--- config.mk ---
export PLATFORM = sky130hd
export DESIGN_NAME = alu_operand_loader_flat
export DESIGN_NICKNAME = d
export VERILOG_FILES = /design/src/rtl/alu_operand_loader_if.sv /design/src/rtl/alu_operand_loader.sv /design/src/flat_wrapper.sv
export SDC_FILE = /design/constraint.sdc
export NUM_CORES = 1
export LEC_CHECK = 0
export ABC_AREA = 0
export BUFFER_PORTS_ARGS = -buffer_cell sky130_fd_sc_hd__buf_2
export CORE_MARGIN = 4
export CORE_UTILIZATION = 58
export DETAILED_ROUTE_END_ITERATION = 10
export PLACE_DENSITY = 0.76
export SLEW_MARGIN = 20
export SYNTH_ARGS = -nofsm -noshare
export SYNTH_HDL_FRONTEND = slang
export SYNTH_SLANG_ARGS = --single-unit
--- constraint.sdc ---
create_clock -name clk -period 3.5 [get_ports clk]
set_input_delay 0.7 -clock clk [delete_from_list [all_inputs] [get_ports clk]]
set_output_delay 0.7 -clock clk [all_outputs]
set_load 0.01 [all_outputs]
--- src/rtl/alu_operand_loader_if.sv ---
// Board-side bundle of the operand loader: switch/button inputs and the ALU-facing outputs.
// The loader uses the slave modport; the board/testbench side uses master.
interface alu_operand_loader_if;
    logic [7:0] sw;
    logic       btn_enter;
    logic       btn_clear;
    logic [7:0] A;
    logic [7:0] B;
    logic [3:0] ALU_Sel;
    logic       operands_valid;
    logic [3:0] state_led;
    logic       err;

    modport master (
        output sw, btn_enter, btn_clear,
        input  A, B, ALU_Sel, operands_valid, state_led, err
    );

    modport slave (
        input  sw, btn_enter, btn_clear,
        output A, B, ALU_Sel, operands_valid, state_led, err
    );
endinterface

--- src/rtl/alu_operand_loader.sv ---
// Operand loader for the 8-bit ALU: debounced enter/clear buttons step A -> B -> SEL -> RUN.
// Optional macro ALU_DIVZERO_GUARD_EN rejects a divide select while B is zero and raises err.
module alu_operand_loader #(
    parameter int unsigned DEBOUNCE_CYCLES = 500000,
    parameter int unsigned CNT_W           = 20
) (
    input logic                clk,
    input logic                rst,
    alu_operand_loader_if.slave bus
);

    localparam logic [CNT_W-1:0] CNT_LAST = CNT_W'(DEBOUNCE_CYCLES - 1);

    typedef enum logic [1:0] {S_A, S_B, S_SEL, S_RUN} state_t;

    // Index 0 = enter, index 1 = clear
    logic [1:0]            sync1, sync2, db, db_q, press;
    logic [1:0][CNT_W-1:0] cnt;

    always_ff @(posedge clk or posedge rst) begin
        if (rst) begin
            sync1 <= '0;
            sync2 <= '0;
            db    <= '0;
            db_q  <= '0;
            press <= '0;
            cnt   <= '0;
        end else begin
            sync1 <= {bus.btn_clear, bus.btn_enter};
            sync2 <= sync1;
            db_q  <= db;
            for (int unsigned i = 0; i < 2; i++) begin
                // Counter only runs while a level change is pending; any reversion restarts it.
                if (sync2[i] == db[i]) begin
                    cnt[i] <= '0;
                end else if (cnt[i] == CNT_LAST) begin
                    cnt[i] <= '0;
                    db[i]  <= sync2[i];
                end else begin
                    cnt[i] <= cnt[i] + 1'b1;
                end
                press[i] <= db[i] & ~db_q[i];
            end
        end
    end

    logic enter, clear;
    assign enter = press[0];
    assign clear = press[1];

    logic       reject;
    state_t     state, state_n;
    logic [7:0] a_q, b_q;
    logic [3:0] sel_q;
    logic       valid_q, valid_n;
    logic [3:0] led_q, led_n;

`ifdef ALU_DIVZERO_GUARD_EN
    logic err_q;
    assign reject = enter && (state == S_SEL) && (bus.sw[3:0] == 4'b0011) && (b_q == '0);

    always_ff @(posedge clk or posedge rst) begin
        if (rst)        err_q <= 1'b0;
        else if (clear) err_q <= 1'b0;
        else if (enter) err_q <= reject;
    end
    assign bus.err = err_q;
`else
    assign reject  = 1'b0;
    assign bus.err = 1'b0;
`endif

    always_ff @(posedge clk or posedge rst) begin
        if (rst) begin
            state   <= S_A;
            valid_q <= 1'b0;
            led_q   <= 4'b0001;
        end else begin
            state   <= state_n;
            valid_q <= valid_n;
            led_q   <= led_n;
        end
    end

    always_comb begin
        state_n = state;
        if (clear) begin
            state_n = S_A;
        end else if (enter) begin
            case (state)
                S_A:     state_n = S_B;
                S_B:     state_n = S_SEL;
                S_SEL:   state_n = reject ? S_SEL : S_RUN;
                S_RUN:   state_n = S_A;
                default: state_n = S_A;
            endcase
        end
    end

    // Decoded from next state so the registered LEDs/valid track state without lag.
    always_comb begin
        valid_n = (state_n == S_RUN);
        led_n   = 4'b0001;
        case (state_n)
            S_A:     led_n = 4'b0001;
            S_B:     led_n = 4'b0010;
            S_SEL:   led_n = 4'b0100;
            S_RUN:   led_n = 4'b1000;
            default: led_n = 4'b0001;
        endcase
    end

    always_ff @(posedge clk or posedge rst) begin
        if (rst) begin
            a_q   <= '0;
            b_q   <= '0;
            sel_q <= '0;
        end else if (clear) begin
            a_q   <= '0;
            b_q   <= '0;
            sel_q <= '0;
        end else if (enter) begin
            case (state)
                S_A:     a_q <= bus.sw;
                S_B:     b_q <= bus.sw;
                S_SEL:   if (!reject) sel_q <= bus.sw[3:0];
                default: ;
            endcase
        end
    end

    assign bus.A              = a_q;
    assign bus.B              = b_q;
    assign bus.ALU_Sel        = sel_q;
    assign bus.operands_valid = valid_q;
    assign bus.state_led      = led_q;

endmodule

--- src/flat_wrapper.sv ---
// flat-port wrapper written by rule: the top's interface ports become plain ports
module alu_operand_loader_flat 
#(
    parameter int unsigned DEBOUNCE_CYCLES = 500000,
    parameter int unsigned CNT_W           = 20
)
  (clk, rst, bus_sw, bus_btn_enter, bus_btn_clear, bus_A, bus_B, bus_ALU_Sel, bus_operands_valid, bus_state_led, bus_err);
  alu_operand_loader_if bus_i ();
  input logic clk;
  input logic rst;
  input wire logic [$bits(bus_i.sw)-1:0] bus_sw;
  input wire logic [$bits(bus_i.btn_enter)-1:0] bus_btn_enter;
  input wire logic [$bits(bus_i.btn_clear)-1:0] bus_btn_clear;
  output wire logic [$bits(bus_i.A)-1:0] bus_A;
  output wire logic [$bits(bus_i.B)-1:0] bus_B;
  output wire logic [$bits(bus_i.ALU_Sel)-1:0] bus_ALU_Sel;
  output wire logic [$bits(bus_i.operands_valid)-1:0] bus_operands_valid;
  output wire logic [$bits(bus_i.state_led)-1:0] bus_state_led;
  output wire logic [$bits(bus_i.err)-1:0] bus_err;
  assign bus_i.sw = bus_sw;
  assign bus_i.btn_enter = bus_btn_enter;
  assign bus_i.btn_clear = bus_btn_clear;
  assign bus_A = bus_i.A;
  assign bus_B = bus_i.B;
  assign bus_ALU_Sel = bus_i.ALU_Sel;
  assign bus_operands_valid = bus_i.operands_valid;
  assign bus_state_led = bus_i.state_led;
  assign bus_err = bus_i.err;
  alu_operand_loader #(.DEBOUNCE_CYCLES(DEBOUNCE_CYCLES), .CNT_W(CNT_W)) u_core (.clk(clk), .rst(rst), .bus(bus_i));
endmodule
==> results.sh <==
export IMPL_syn_nets=356
export IMPL_ir_worst_vdd_mv=0.311
export IMPL_seq_power_share=0.553
export IMPL_fin_skew_ns=0.00932
export IMPL_grt_pass1_wl_mm=11.6
export IMPL_p_comb_frac=0.032
export IMPL_fp_dieH_um=84.5
export IMPL_path_clk_slew_ns=0.07
export IMPL_syn_cell_area_um2=3390
export IMPL_yosys_area_top_type_share=0.553
export IMPL_fp_dieW_um=84.5
export IMPL_cts_buffers_inserted=9
export IMPL_hpwlAfterDp_mm=4.64
export IMPL_antenna_cells=0
export IMPL_drtPass1Iterations=5
export IMPL_htreeDepth=3
export IMPL_fin_area_um2=3840
export IMPL_route_detailed_drc=0
export IMPL_rows=27
export IMPL_yosysWarnings=0
export IMPL_path_buf_inv=1
export IMPL_internal_power_mw=1.25
export IMPL_synth_ff_type="dfrtp_1"
export IMPL_clkLatencyLatePin_ns=0.35
export IMPL_ys_types=36
export IMPL_crit_chain="ha_1, nand4_1, nand3b_1, o21bai_1, buf_4, nor2_1"
export IMPL_post_cts_buffers=0
export IMPL_worstPathMaxFanout=11
export IMPL_crit_path_max_incr_delay_ns=0.42
export IMPL_drv_slew=0
export IMPL_crit_type="reg2reg"
export IMPL_io_pins=38
export IMPL_end_kind="flip-flop"
export IMPL_syn_inst=339
export IMPL_viasPerCell=5.61
export IMPL_avgSynthCellArea_um2=10.0
export IMPL_status="finished clean"
export IMPL_portBuffers=36
export IMPL_wire_per_inst_um=14.7
export IMPL_cap_violations=0
export IMPL_switching_share=0.228
export IMPL_drt_initial_drc_count=187
export IMPL_post_cts_resized=0
export IMPL_worstMarginPinSlew_ns=0.778
export IMPL_rsz0062_at_grt="false"
export IMPL_fin_nets=395
export IMPL_grt_max_degree=40
export IMPL_final_antenna_net_count=0
export IMPL_area_growth_syn_to_layout_pct=13.2
export IMPL_yosysMostFrequentCell="dfrtp_1"
export IMPL_dieArea_um2=7140
export IMPL_cp_top_family="simple AND/OR/NAND/NOR gates"
export IMPL_slowest_stage="o21bai_1"
export IMPL_nFillCells=434
export IMPL_ys_async_sr_fraction=1.00
export IMPL_hp_class="reg2reg"
export IMPL_clkSinkCount=76
export IMPL_critPathRequiredTime_ns=3.74
export IMPL_cts_root_buf="clkbuf_8"
export IMPL_hold_viol=0
export IMPL_ys_seq_area_frac=0.561
export IMPL_grt_pass1_vias=2519
export IMPL_antenna_found_initial=0
export IMPL_drive_gt1_frac=0.167
export IMPL_min_period_ns=2.07
export IMPL_power_switching_uw=368
export IMPL_cts_buffer_depth=2
export IMPL_routed_wl_mm=6.69
export IMPL_pwr_share_clk=0.415
export IMPL_cts_hold_buf=0
export IMPL_synth_edf_count=0
export IMPL_core_area_um2=5570
export IMPL_cts_tree="yes"
export IMPL_yosys_area_top_type="dfrtp_1"
export IMPL_placed_area_um2=3640
export IMPL_track_usage=0.204
export IMPL_max_slew_margin=0.481
export IMPL_start_util=0.609
export IMPL_tns_ns=0
export IMPL_ys_top_cells_by_area="dfrtp_1, xnor2_1, nand3_1, a21oi_1, nor2_1"
export IMPL_ys_ff_latch=76
export IMPL_power_density_nw_per_um2=420
export IMPL_setup_viol=0
export IMPL_fmax_mhz=483
export IMPL_worstPathArrival_ns=2.31
export IMPL_grt_ovfl_total=0
export IMPL_p_leak_nw=1.59
export IMPL_post_route_period_util=0.591
export IMPL_synthTopCellsByCount="dfrtp_1, nor2_1, nand3_1"
export IMPL_gp_congestion=0.807
export IMPL_start_kind="flip-flop"
export IMPL_via_count=2552
==> placed cells by master (no fill, tap or decap), types with 5 or more instances in the layout <==
cell type,count
ha_1,5
o21ai_0,6
xnor2_1,23
or3_1,6
nand2_1,32
nor2_1,40
nand3_1,34
nor4_1,9
nor3_1,9
nand4_1,7
inv_1,12
buf_2,36
clkbuf_8,10
a21oi_1,30
dfrtp_1,75
xor2_1,5
==> through the flow <==
stage	hold WS (ns)	setup slack, ns	utilization	power, mW	std cells
after CTS	0.353	1.46	0.689	1.63	455
after floorplan	0.331	0.863	-	0.940	339
after global placement	0.336	1.54	0.653	0.960	439
after detailed placement	0.337	1.48	0.653	0.963	439
final	0.350	1.43	0.689	1.61	455
after global routing	0.356	1.30	0.689	1.67	455
==> final cells by class <==
type / instances / area [um2] / share of cell area
clock inverter: 6 / 63.8 / 0.0166
clock buffer: 10 / 138 / 0.0358
timing repair buffer: 40 / 210 / 0.0547
inverter: 13 / 48.8 / 0.0127
tap: 72 / 90.1 / 0.0235
sequential: 76 / 1900 / 0.495
multi-input combinational: 238 / 1390 / 0.361
==> worst paths after layout <==
path | from | to | slack (ns) | cells past startpoint
max | u_core.cnt[0] | u_core.cnt[14] | 1.43 | 6
min | u_core.sync1[0] | u_core.sync2[0] | 0.35 | 0
max reg2reg | u_core.cnt[0] | u_core.cnt[14] | 1.43 | 6
min reg2reg | u_core.sync1[0] | u_core.sync2[0] | 0.35 | 0
max in group asynchronous | rst | u_core.cnt[7] | 2.24 | 3
min in group asynchronous | rst | u_core.sync2[1] | 0.48 | 2
==> state kept, by name, summed over array words and instances (netlist names) <==
| signal | cells |
|---|---|
| u_core.sync2 | 2 |
| u_core.press | 2 |
| u_core.db | 2 |
| u_core.bus.state_led | 4 |
| u_core.sync1 | 2 |
| u_core.db_q | 2 |
| u_core.bus.B | 8 |
| u_core.state | 2 |
| u_core.cnt | 40 |
| u_core.bus.ALU_Sel | 4 |
| u_core.bus.A | 8 |
==> power groups by stage <==
stage / Combinational (mW) / Clock (mW) / Sequential (mW)
floorplan: 0.0315 / 0 / 0.909
global placement: 0.0509 / 0 / 0.909
detailed placement: 0.0527 / 0 / 0.910
CTS: 0.0526 / 0.682 / 0.893
global route: 0.0586 / 0.721 / 0.894
finish: 0.0510 / 0.671 / 0.893
==> metal layers <==
metal | global-route usage | wire [um] | vias to the layer above
li1 | - | - | 1254
met1 | 0.280 | 3060 | 1221
met2 | 0.306 | 3180 | 64
met3 | 0.0461 | 316 | 13
met4 | 0.101 | 132 | 0
met5 | 0 | 0 | -
==> cell families (layout without fill, tap and decap cells) <==
group | Yosys count | in the layout | synth area share
xor gates and xnor gates | 28 | 28 | 0.0723
muxes | 4 | 4 | 0.0125
AOI/OAI and AO/OA | 43 | 43 | 0.0704
and+or+nand+nor | 157 | 157 | 0.234
buffers and inverters | 25 | 69 | 0.0302
DFF | 76 | 76 | 0.561
other | 1 | 1 | 0.00111
adders and majority gates | 5 | 5 | 0.0184
(Power assumes the default switching activity.)
